[config.mk]
export PLATFORM = sky130hd
export DESIGN_NAME = imem_loader
export DESIGN_NICKNAME = d
export VERILOG_FILES = /design/src/rtl/imem_pkg.sv /design/src/rtl/imem_word_asm.sv /design/src/rtl/imem_loader.sv
export SDC_FILE = /design/constraint.sdc
export NUM_CORES = 1
export LEC_CHECK = 0
export CAP_MARGIN = 20
export CORE_ASPECT_RATIO = 1.75
export CORE_MARGIN = 3
export CORE_UTILIZATION = 45
export CTS_BUF_LIST = sky130_fd_sc_hd__clkbuf_16
export DETAILED_ROUTE_END_ITERATION = 8
export PLACE_DENSITY = 0.74
export SYNTH_ARGS = -nofsm -noshare
export SYNTH_HDL_FRONTEND = slang
export SYNTH_HIERARCHICAL = 1
export SYNTH_SLANG_ARGS = --single-unit
[constraint.sdc]
create_clock -name i_clk -period 7.55 [get_ports i_clk]
set_clock_uncertainty 0.15 [all_clocks]
set_input_delay 0.755 -clock i_clk [delete_from_list [all_inputs] [get_ports i_clk]]
set_output_delay 0.755 -clock i_clk [all_outputs]
set_load 0.02 [all_outputs]
[src/rtl/imem_pkg.sv]
// Shared imem geometry and the loader's FSM state encoding.
// Loader files import this package; it holds no logic.
package imem_pkg;

    localparam int IMEM_ADDR_W = 13;
    localparam int IMEM_DEPTH  = 1 << IMEM_ADDR_W;

    typedef enum logic [2:0] {
        IDLE  = 3'd0,
        RECV  = 3'd1,
        WRITE = 3'd2,
        CHECK = 3'd3,
        DONE  = 3'd4
    } loader_state_e;

endpackage

[src/rtl/imem_word_asm.sv]
// Byte lane packer: drops stream bytes into a 32-bit little-endian word and tracks lane enables.
// Latency: byte visible on o_word_dat the cycle after i_wr_en; clear wins over a write.
// Backpressure: none, the parent only writes when it has accepted a byte.
module imem_word_asm (
    input  logic        i_clk,
    input  logic        i_rst_n,
    input  logic        i_wr_en,
    input  logic [1:0]  i_lane,
    input  logic [7:0]  i_byte_dat,
    input  logic        i_clear,
    output logic [31:0] o_word_dat,
    output logic [3:0]  o_word_mask
);

    always_ff @(posedge i_clk or negedge i_rst_n) begin
        if (!i_rst_n) begin
            o_word_dat  <= '0;
            o_word_mask <= '0;
        end else if (i_clear) begin
            o_word_dat  <= '0;
            o_word_mask <= '0;
        end else if (i_wr_en) begin
            o_word_dat[8*i_lane +: 8] <= i_byte_dat;
            o_word_mask[i_lane]       <= 1'b1;
        end
    end

endmodule

[src/rtl/imem_loader.sv]
// Packs a byte stream into 32-bit imem word writes and stalls core fetch while loading (IMEM_LOADER_CSUM_EN adds a trailing checksum byte).
// Latency: word write one cycle after its completing byte; best case 4 bytes per 5 cycles.
// Backpressure: o_byte_ready only in RECV (and CHECK); the imem write port never stalls.
module imem_loader
    import imem_pkg::*;
#(
    parameter int ADDR_W    = IMEM_ADDR_W,
    parameter int BASE_ADDR = 0
) (
    input  logic              i_clk,
    input  logic              i_rst_n,
    input  logic              i_start,
    input  logic [ADDR_W:0]   i_len,
    input  logic [7:0]        i_byte_data,
    input  logic              i_byte_valid,
    output logic              o_byte_ready,
    output logic              o_mem_we,
    output logic [ADDR_W-1:0] o_mem_addr,
    output logic [31:0]       o_mem_wdata,
    output logic [3:0]        o_mem_bmask,
    output logic              o_core_stall,
    output logic              o_busy,
    output logic              o_done,
    output logic              o_err
);

    // Largest payload that still fits between BASE_ADDR and the top of imem.
    localparam logic [ADDR_W:0] MAX_LEN = (ADDR_W+1)'((1 << ADDR_W) - BASE_ADDR);

    loader_state_e     state_q;
    logic [ADDR_W:0]   len_q;
    logic [ADDR_W:0]   count_q;
    logic [ADDR_W:0]   count_inc;
    logic [ADDR_W-1:0] addr_q;
    logic              err_q;
    logic              byte_acc;
    logic              word_last;
    logic [1:0]        lane;
    logic [31:0]       word_dat;
    logic [3:0]        word_mask;
`ifdef IMEM_LOADER_CSUM_EN
    logic [7:0]        csum_q;
`endif

    assign lane      = count_q[1:0];
    assign count_inc = count_q + (ADDR_W+1)'(1);
    assign byte_acc  = i_byte_valid & o_byte_ready;
    assign word_last = (lane == 2'd3) || (count_inc == len_q);

`ifdef IMEM_LOADER_CSUM_EN
    assign o_byte_ready = (state_q == RECV) || (state_q == CHECK);
`else
    assign o_byte_ready = (state_q == RECV);
`endif

    imem_word_asm u_word_asm (
        .i_clk       (i_clk),
        .i_rst_n     (i_rst_n),
        .i_wr_en     (byte_acc && (state_q == RECV)),
        .i_lane      (lane),
        .i_byte_dat  (i_byte_data),
        .i_clear     (state_q == WRITE),
        .o_word_dat  (word_dat),
        .o_word_mask (word_mask)
    );

    always_ff @(posedge i_clk or negedge i_rst_n) begin
        if (!i_rst_n) begin
            state_q <= IDLE;
            len_q   <= '0;
            count_q <= '0;
            addr_q  <= '0;
            err_q   <= 1'b0;
`ifdef IMEM_LOADER_CSUM_EN
            csum_q  <= '0;
`endif
        end else begin
            case (state_q)
                IDLE: begin
                    if (i_start) begin
                        len_q   <= i_len;
                        addr_q  <= ADDR_W'(BASE_ADDR);
                        count_q <= '0;
                        err_q   <= 1'b0;
`ifdef IMEM_LOADER_CSUM_EN
                        csum_q  <= '0;
`endif
                        if (i_len == '0) begin
                            state_q <= DONE;
                        end else if (i_len > MAX_LEN) begin
                            err_q   <= 1'b1;
                            state_q <= DONE;
                        end else begin
                            state_q <= RECV;
                        end
                    end
                end
                RECV: begin
                    if (byte_acc) begin
                        count_q <= count_inc;
`ifdef IMEM_LOADER_CSUM_EN
                        csum_q  <= csum_q + i_byte_data;
`endif
                        if (word_last) begin
                            state_q <= WRITE;
                        end
                    end
                end
                WRITE: begin
                    addr_q <= addr_q + ADDR_W'(4);
                    if (count_q < len_q) begin
                        state_q <= RECV;
                    end else begin
`ifdef IMEM_LOADER_CSUM_EN
                        state_q <= CHECK;
`else
                        state_q <= DONE;
`endif
                    end
                end
`ifdef IMEM_LOADER_CSUM_EN
                CHECK: begin
                    if (byte_acc) begin
                        if (i_byte_data != csum_q) begin
                            err_q <= 1'b1;
                        end
                        state_q <= DONE;
                    end
                end
`endif
                DONE:    state_q <= IDLE;
                default: state_q <= IDLE;
            endcase
        end
    end

    assign o_mem_we     = (state_q == WRITE);
    assign o_mem_addr   = addr_q;
    assign o_mem_wdata  = word_dat;
    assign o_mem_bmask  = word_mask;
    assign o_core_stall = (state_q != IDLE);
    assign o_busy       = (state_q == RECV) || (state_q == WRITE) || (state_q == CHECK);
    assign o_done       = (state_q == DONE);
    assign o_err        = err_q;

endmodule
==> results of run 1 <==
==> state kept, by name (all words and copies together) (netlist names) <==
signal	cells
u_word_asm/o_word_dat	32
count_q	14
len_q	14
o_mem_addr	11
u_word_asm/o_word_mask	4
state_q	3
o_err	1
==> Yosys cell counts, types with 7 or more instances <==
| library cell | count | area share [%] |
|---|---|---|
| dfrtp_1 | 79 | 45 |
| nand2_1 | 41 | 3.5 |
| nor2_1 | 30 | 2.6 |
| o21ai_0 | 29 | 3.3 |
| a32o_1 | 24 | 5.5 |
| ha_1 | 23 | 6.6 |
| inv_1 | 19 | 1.6 |
| a21oi_1 | 16 | 1.8 |
| nand4_1 | 14 | 2.0 |
| o21ai_1 | 13 | 1.5 |
| nand3_1 | 11 | 1.3 |
| xnor2_1 | 11 | 2.2 |
| clkbuf_1 | 9 | 0.77 |
| o2bb2ai_1 | 9 | 1.8 |
| nor2b_1 | 8 | 1.1 |
| xor2_1 | 8 | 1.6 |
| buf_4 | 7 | 1.2 |
==> final cells by class <==
type                            instances  area [µm²]  share of cell area, %
Clock buffer                            9         225                   4.06
Clock inverter                          7         120                   2.16
Inverter                               21        78.8                   1.42
Multi-Input combinational cell        320        2180                   39.3
Sequential cell                        79        1980                   35.6
Tap cell                              122         153                   2.75
Timing Repair Buffer                   80         813                   14.7
==> final timing paths <==
path | startpoint | endpoint | slack, ns | cells past startpoint
max reg2reg | count_q[0] | state_q[0] | 4.29 | 8
min reg2reg | o_mem_addr[12] | o_mem_addr[12] | 0.34 | 1
max | state_q[0] | o_mem_we | 4.18 | 4
min in group i_clk | o_mem_addr[12] | o_mem_addr[12] | 0.34 | 1
max in group asynchronous | i_rst_n | u_word_asm/o_word_dat[17] | 6.60 | 2
min | i_rst_n | u_word_asm/o_word_dat[26] | 0.07 | 1
==> placed cells by master (no fill, tap or decap), types with 4 or more instances in the layout <==
cell type / Yosys / layout
a21oi_1: 16 / 16
nor2_1: 30 / 30
ha_1: 23 / 23
a32o_1: 24 / 24
nand2b_1: 4 / 4
inv_1: 19 / 19
o2bb2ai_1: 9 / 9
dfrtp_1: 79 / 79
nand2_1: 41 / 41
o21ai_0: 29 / 29
xnor2_1: 11 / 11
clkdlybuf4s50_1: 0 / 77
nor3_1: 5 / 5
a21o_1: 5 / 5
nand4_1: 14 / 14
xor2_1: 8 / 8
clkbuf_16: 0 / 9
nand3_1: 11 / 11
o31ai_1: 6 / 6
o21ai_1: 13 / 13
nor2b_1: 8 / 8
mux2i_1: 6 / 6
and2_1: 6 / 6
a31oi_1: 4 / 4
==> critical path, cell delays in order, from the launching register on <==
cell and delay, ns:
dfrtp_1 0.46, nor2_1 0.22, nand2_1 0.19, inv_1 0.52, clkdlybuf4s50_1 0.73
==> power groups by stage <==
stage               combinational [mW]  sequential (mW)  clock, mW
floorplan                        0.465            0.610          0
global placement                 0.690            0.600          0
detailed placement               0.701            0.605          0
CTS                              0.708            0.597      0.510
global route                     0.771            0.610      0.530
finish                           0.708            0.598      0.502
==> metrics by stage <==
stage,setup slack [ns],instances,instance area (µm²),power [mW]
final,4.18,638,5550,1.81
after global routing,4.02,638,5550,1.91
after CTS,4.18,637,5520,1.82
after detailed placement,4.31,621,5180,1.31
after global placement,4.40,621,5180,1.29
after floorplan,4.91,443,4380,1.07
==> routing by layer <==
metal | up-vias | track usage (%) | part of all wire (%)
li1 | 1746 | - | -
met1 | 1795 | 23.3 | 38
met2 | 113 | 37.5 | 54
met3 | 26 | 4.31 | 4.5
met4 | 0 | 11.1 | 3.7
met5 | - | 0 | 0
==> cells by family (layout without fill, tap and decap cells) <==
group                      Yosys count  after routing
AOI/OAI and AO/OA                  123            123
xor gates and xnor gates            19             19
adders and majority gates           23             23
buffers and inverters               44            117
DFF                                 79             79
muxes                                7              7
other                                1              2
and+or+nand+nor                    146            146
==> impl_metrics.yaml, run 1 <==
outcome:
  status: "complete, no violations"
routing:
  drtAntennaViolNets: 0
  vias_per_cell: 5.77
  num_vias: 3680
  drt-total-wl_um: 11200
  first_iter_violations: 149
  first_pass_iters: 4
  wl_per_cell_um: 17.5
  drc_errors: 0
clock_network:
  cts_tree: "built"
  cts_resized: 0
  postCtsSetupBuffers: 0
  cts_buffers: 9
  cts_htree_levels: 3
  clock_path_buffers: 2
  clkLatencyLatePin_ns: 0.34
  clockRootBuffer: "clkbuf_16"
  clock-sinks: 79
  postCtsHoldBufs: 0
  path_clk_slew_ns: 0.06
setup_path:
  critical_path_peak_fanout: 15
  criticalPathCategory: "flip-flop to output pin"
  end_kind: "output pin"
  startpoint_type: "flip-flop"
  cp.arrival_ns: 2.47
  cp.required_ns: 6.64
finish:
  final_nets: 560
  fillCellCount: 808
  syn_to_final_growth_pct: 26.9
  drive_gt1_share_pct: 6.59
  antenna_cells: 0
  fin_util_pct: 58.6
synthesis:
  synth_compound_area_share_pct: 19.8
  async_flop_share_pct: 100
  netlist_area_um2: 4380
  ys_seq_elements: 79
  synthSimpleGateAreaFrac_pct: 18.0
  synth_top_family_by_area: "compound AO/OA/AOI/OAI gates"
  synth_edf_count: 0
  yosys.area_share.adder_pct: 6.58
  synth_seq_area_share_pct: 45.2
  ys.warnings.count: 6
  yosys.area_share.xor_xnor_pct: 3.80
  ys_types: 57
  synth_cells: 442
  synthFlopType: "dfrtp_1"
  synth_mux_area_share_pct: 1.63
  synth.avg_cell_area_um2: 9.90
power_and_ir_drop:
  vdd_drop_max_mv: 0.171
  internal_power_mw: 1.11
  p_clk_share_pct: 27.8
  p_per_area_nw_per_um2: 326
  p_leak_nw: 2.40
  swShare_pct: 38.6
  p_seq_share_pct: 33.1
  switchingPower_mw: 0.698
  combinationalPowerShare_pct: 39.1
floorplan:
  initial_core_util_pct: 46.2
  io_pins: 81
  die_x_um: 80.5
  rows: 47
  core_um2: 9470
  die-area_um2: 11000
  die_y_um: 136
timing:
  tightestPinTransition_ns: 0.835
  rsz0062_at_grt: "no"
  tns_ns: 0
  relSlewSlack_pct: 44.2
  finalCritPeriodShare_pct: 44.7
  final_hold_viol_count: 0
  setup_viol: 0
  whs_ns: 0.0743
  period_needed_ns: 3.37
  drv_slew: 0
  fmax_ghz: 0.297
global_route:
  grt_start_max_net_pins: 80
  grt_use_total_pct: 21.2
  grt_pass1_vias: 3618
  grt_pass1_wl_um: 17700
  grt_overflow: 0
  antenna_found_initial: 0
run:
  cap_violations: 0
placed_design:
  io_buffers: 78
  gp_congestion: 0.886
  dp_hpwl_um: 8300
min_path:
  hp-class: "input pin to asynchronous set/reset pin"
Note: power is estimated with default switching activity, not from simulation.
==> run 2: changes to the inputs <==
--- a/config.mk
+++ b/config.mk
@@ -11,7 +11,7 @@
 export CORE_UTILIZATION = 45
 export CTS_BUF_LIST = sky130_fd_sc_hd__clkbuf_16
 export DETAILED_ROUTE_END_ITERATION = 8
-export PLACE_DENSITY = 0.74
+export PLACE_DENSITY = 0.77
 export SYNTH_ARGS = -nofsm -noshare
 export SYNTH_HDL_FRONTEND = slang
 export SYNTH_HIERARCHICAL = 1
==> constraint.sdc (replaced) <==
create_clock -name i_clk -period 2.8 [get_ports i_clk]
set_clock_uncertainty 0.15 [all_clocks]
set_input_delay 0.28 -clock i_clk [delete_from_list [all_inputs] [get_ports i_clk]]
set_output_delay 0.28 -clock i_clk [all_outputs]
set_load 0.02 [all_outputs]
==> impl_metrics.yaml, run 2 (synthesis gave the netlist of run 1 again) <==
setup_path:
  criticalPathCategory: "flip-flop to flip-flop"
  critPathMaxStageDelay_ns: 0.41
  critical_path_peak_fanout: 7
  path_delay_family: "simple AND/OR/NAND/NOR gates"
  critPathSlowestCell: "dfrtp_2"
  cp.required_ns: 2.87
  end_kind: "flip-flop"
  startpoint_type: "flip-flop"
  cp_cell_sequence: "ha_2, nand3_1, nor2_2, nand2_1, a311o_1, nor4_2, a31o_1, mux2_1"
  cp.arrival_ns: 2.66
  cp_num_buf_inv: 0
placed_design:
  dp.cells: 627
  dpl_cell_area_um2: 5220
  io_buffers: 78
  dp_hpwl_um: 8620
  gp_congestion: 0.911
  place_ws_ns: 0.144
finish:
  final_cell_mix: "dfrtp_1 (78), clkdlybuf4s50_1 (77), nand2_1 (41), nor2_1 (30), o21ai_0 (29)"
  fin_util_pct: 58.5
  largest_register_ffs: 32
  postLayoutCellArea_um2: 5540
  final_cell_count_no_fill: 642
  regMostFlops: "u_word_asm/o_word_dat"
  syn_to_final_growth_pct: 26.5
  final_common_cell: "dfrtp_1"
  reg_top3: "u_word_asm/o_word_dat (32), count_q (14), len_q (14)"
  antenna_cells: 0
  final_nets: 566
  drive_gt1_share_pct: 7.12
timing:
  final_hold_viol_count: 0
  whs_ns: 0.330
  fin_ws_ns: 0.209
  setup_viol: 0
  finalCritPeriodShare_pct: 92.5
  relSlewSlack_pct: 33.6
  fmax_ghz: 0.386
  drv_slew: 0
  rsz0062_at_grt: "no"
  period_needed_ns: 2.59
  tightestPinTransition_ns: 0.996
  tns_ns: 0
routing:
  wl_per_cell_um: 17.6
  vias_per_cell: 5.83
  drt-total-wl_um: 11300
  first_iter_violations: 259
  num_vias: 3745
  first_pass_iters: 4
  drc_errors: 0
  drtAntennaViolNets: 0
clock_network:
  clock_path_buffers: 2
  postCtsSetupBuffers: 0
  path_clk_slew_ns: 0.06
  cts_tree: "built"
  cts_htree_levels: 3
  cts_buffers: 9
  clock-sinks: 79
  clkLatencyLatePin_ns: 0.34
  clockRootBuffer: "clkbuf_16"
power_and_ir_drop:
  finalPower_mw: 4.79
  vdd_drop_max_mv: 0.456
  p_per_area_nw_per_um2: 865
  p_leak_nw: 2.40
run:
  cap_violations: 0
floorplan:
  initial_core_util_pct: 46.2
  die-area_um2: 11000
  rows: 47
  io_pins: 81
  core_um2: 9470
  die_x_um: 80.5
  die_y_um: 136
outcome:
  status: "complete, no violations"
min_path:
  hp-class: "flip-flop to flip-flop"
global_route:
  grt_pass1_wl_um: 18200
  grt_overflow: 0
  grt_start_max_net_pins: 80
  antenna_found_initial: 0
  grt_use_total_pct: 21.7
  grt_pass1_vias: 3796
run 2: cell type report:
cell class                      instances  area, µm²
Clock inverter                          5       75.1
Timing Repair Buffer                   86        841
Fill cell                             822       3930
Multi-Input combinational cell        320       2190
Tap cell                              122        153
Clock buffer                            9        225
Sequential cell                        79       1980
Inverter                               21       78.8
run 2: timing repair:
action,in CTS,in global routing
endpoints found under the hold margin,16,0
hold buffers,1,0
endpoints found under the setup margin,0,4
gates resized for setup,0,2
run 2: worst register-to-register path, stage by stage, from the launching register on:
cell and delay (ns):
dfrtp_2 0.41, ha_2 0.26, nand3_1 0.17, nor2_2 0.21, nand2_1 0.13, a311o_1 0.40, nor4_2 0.20, a31o_1 0.23
mux2_1 0.32
run 2: worst paths after layout:
path	depth (start not counted)	to	startpoint	slack (ns)
setup / recovery	8	state_q[0]	count_q[0]	0.21
hold / removal	1	o_mem_addr[12]	o_mem_addr[12]	0.33
setup reg to reg	8	state_q[0]	count_q[0]	0.21
hold reg to reg	1	o_mem_addr[12]	o_mem_addr[12]	0.33
max in group asynchronous	2	count_q[0]	i_rst_n	1.29
min in group asynchronous	2	u_word_asm/o_word_dat[31]	i_rst_n	0.51
run 2: where the power goes:
part	total [mW]	internal [mW]	leakage [nW]	switching, mW
Clock	1.20	0.763	0.142	0.432
Combinational	2.02	0.795	1.19	1.23
Sequential	1.58	1.36	1.07	0.213
Total	4.79	2.92	2.40	1.87
run 2: layer usage:
metal | global-route usage [%] | routed length, µm | vias up
met3 | 3.25 | 548 | 28
met5 | 0 | 0 | -
met4 | 12.6 | 444 | 0
li1 | - | - | 1762
met1 | 22.9 | 4050 | 1814
met2 | 39.7 | 6290 | 141
==> run 3: changes to the inputs <==
--- a/config.mk
+++ b/config.mk
@@ -6,12 +6,14 @@
 export NUM_CORES = 1
 export LEC_CHECK = 0
 export CAP_MARGIN = 20
+export CELL_PAD_IN_SITES_DETAIL_PLACEMENT = 1
+export CELL_PAD_IN_SITES_GLOBAL_PLACEMENT = 1
 export CORE_ASPECT_RATIO = 1.75
 export CORE_MARGIN = 3
-export CORE_UTILIZATION = 45
+export CORE_UTILIZATION = 37
 export CTS_BUF_LIST = sky130_fd_sc_hd__clkbuf_16
 export DETAILED_ROUTE_END_ITERATION = 8
-export PLACE_DENSITY = 0.77
+export PLACE_DENSITY = 0.81
 export SYNTH_ARGS = -nofsm -noshare
 export SYNTH_HDL_FRONTEND = slang
 export SYNTH_HIERARCHICAL = 1
==> impl_metrics.yaml, run 3 (synthesis gave the netlist of run 1 again) <==
outcome:
  status: "complete, no violations"
global_route:
  grt_overflow: 0
  grt_pass1_wl_um: 20300
  grt_use_total_pct: 20.1
  antenna_found_initial: 0
  grt_start_max_net_pins: 80
  grt_pass1_vias: 4042
timing:
  fin_ws_ns: 0.214
  setup_viol: 0
  tightestPinTransition_ns: 0.690
  finalCritPeriodShare_pct: 92.4
  final_hold_viol_count: 0
  whs_ns: 0.181
  period_needed_ns: 2.59
  tns_ns: 0
  drv_slew: 0
  fmax_ghz: 0.387
  relSlewSlack_pct: 53.8
routing:
  drtAntennaViolNets: 0
  wl_met2_um: 7280
  wl_per_cell_um: 19.6
  wl_met3_um: 402
  first_iter_violations: 150
  vias_per_cell: 5.79
  drc_errors: 0
  drt-total-wl_um: 12900
  num_vias: 3806
  first_pass_iters: 4
  highest_layer: "met4"
  wl_met1_um: 4610
setup_path:
  criticalPathCategory: "flip-flop to flip-flop"
  startpoint_type: "flip-flop"
  critPathMaxStageDelay_ns: 0.41
  cp_cell_sequence: "ha_2, nand3_2, nor3_4, xnor2_1, nand4_1, nor4_2, a31o_1, mux2_1"
  crit_start: "count_q[0]"
  cp_num_buf_inv: 0
  r2r_start: "count_q[0]"
  critical_path_peak_fanout: 7
  cp.arrival_ns: 2.65
  cp.required_ns: 2.87
  end_kind: "flip-flop"
  path_delay_family: "simple AND/OR/NAND/NOR gates"
  critPathSlowestCell: "dfrtp_1"
finish:
  largest_register_ffs: 32
  antenna_cells: 0
  syn_to_final_growth_pct: 28.4
  regMostFlops: "u_word_asm/o_word_dat"
  final_common_cell: "dfrtp_1"
  final_cell_mix: "dfrtp_1 (79), clkdlybuf4s50_1 (77), nand2_1 (41), nor2_1 (29), o21ai_0 (29)"
  fin_util_pct: 49.4
  fillCellCount: 1271
  drive_gt1_share_pct: 8.00
  final_nets: 569
  reg_top3: "u_word_asm/o_word_dat (32), count_q (14), len_q (14)"
power_and_ir_drop:
  finalPower_mw: 4.92
  swShare_pct: 40.1
  p_leak_nw: 2.45
  vdd_drop_max_mv: 0.426
  combinationalPowerShare_pct: 42.9
  p_per_area_nw_per_um2: 875
  p_clk_share_pct: 25.1
  switchingPower_mw: 1.97
  internal_power_mw: 2.95
  p_seq_share_pct: 32.0
clock_network:
  cts_buffers: 9
  clkLatencyLatePin_ns: 0.34
  clockRootBuffer: "clkbuf_16"
  path_clk_slew_ns: 0.06
  clock_path_buffers: 2
  clock-sinks: 79
  cts_tree: "built"
  cts_htree_levels: 3
floorplan:
  rows: 51
  initial_core_util_pct: 38.5
  die_y_um: 150
  core_um2: 11400
  die_x_um: 88.2
  io_pins: 81
  die-area_um2: 13200
run:
  cap_violations: 0
placed_design:
  dp_hpwl_um: 9770
  place_ws_ns: 0.159
  gp_congestion: 0.862
  io_buffers: 78
min_path:
  hp-class: "input pin to asynchronous set/reset pin"
[run 3: worst paths after layout]
check | cells past startpoint | slack (ns) | end
min in group i_clk | 2 | 0.33 | o_err
min reg2reg | 2 | 0.33 | o_err
max reg2reg | 8 | 0.21 | state_q[0]
max | 8 | 0.21 | state_q[0]
min | 2 | 0.18 | u_word_asm/o_word_dat[25]
max in group asynchronous | 3 | 1.73 | state_q[1]
[run 3: layout make-up]
type                       instances  area [µm²]  area share (%)
multi-input combinational        320        2200            39.2
clock buffer                       9         225            4.01
inverter                          21        78.8            1.40
tap                              132         165            2.94
timing repair buffer              89         883            15.7
sequential                        79        1980            35.2
clock inverter                     7        87.6            1.56
[run 3: through the flow]
stage,std cells,cell area (µm²)
after detailed placement,638,5250
after global placement,638,5250
final,657,5620
after floorplan,443,4380
after global routing,657,5620
after CTS,654,5560
[run 3: timing repair]
item | 4_1_cts | 5_1_grt
hold endpoints to repair | 0 | 79
setup buffers | 0 | 1
gates resized for setup | 0 | 3
hold buffers | 0 | 1
setup endpoints to repair | 0 | 4
[run 3: power by group through the flow]
stage          registers [mW]  clock network [mW]  logic, mW
3_3_place_gp             1.58                   0       2.02
2_1_floorplan            1.64                   0       1.25
4_1_cts                  1.58                1.26       2.10
5_1_grt                  1.60                1.31       2.32
3_5_place_dp             1.59                   0       2.09
6_report                 1.57                1.23       2.11
[run 3: routing by layer]
metal | vias to the layer above | track usage (%)
met5 | - | 0
met1 | 1921 | 20.6
li1 | 1759 | -
met4 | 0 | 10.4
met2 | 94 | 37.4
met3 | 32 | 3.42
[run 3: worst reg2reg max path, stage by stage (launching register included)]
cell     delay, ns
dfrtp_1       0.41
ha_2          0.28
nand3_2       0.15
nor3_4        0.28
xnor2_1       0.18
nand4_1       0.18
nor4_2        0.29
a31o_1        0.22
mux2_1        0.34
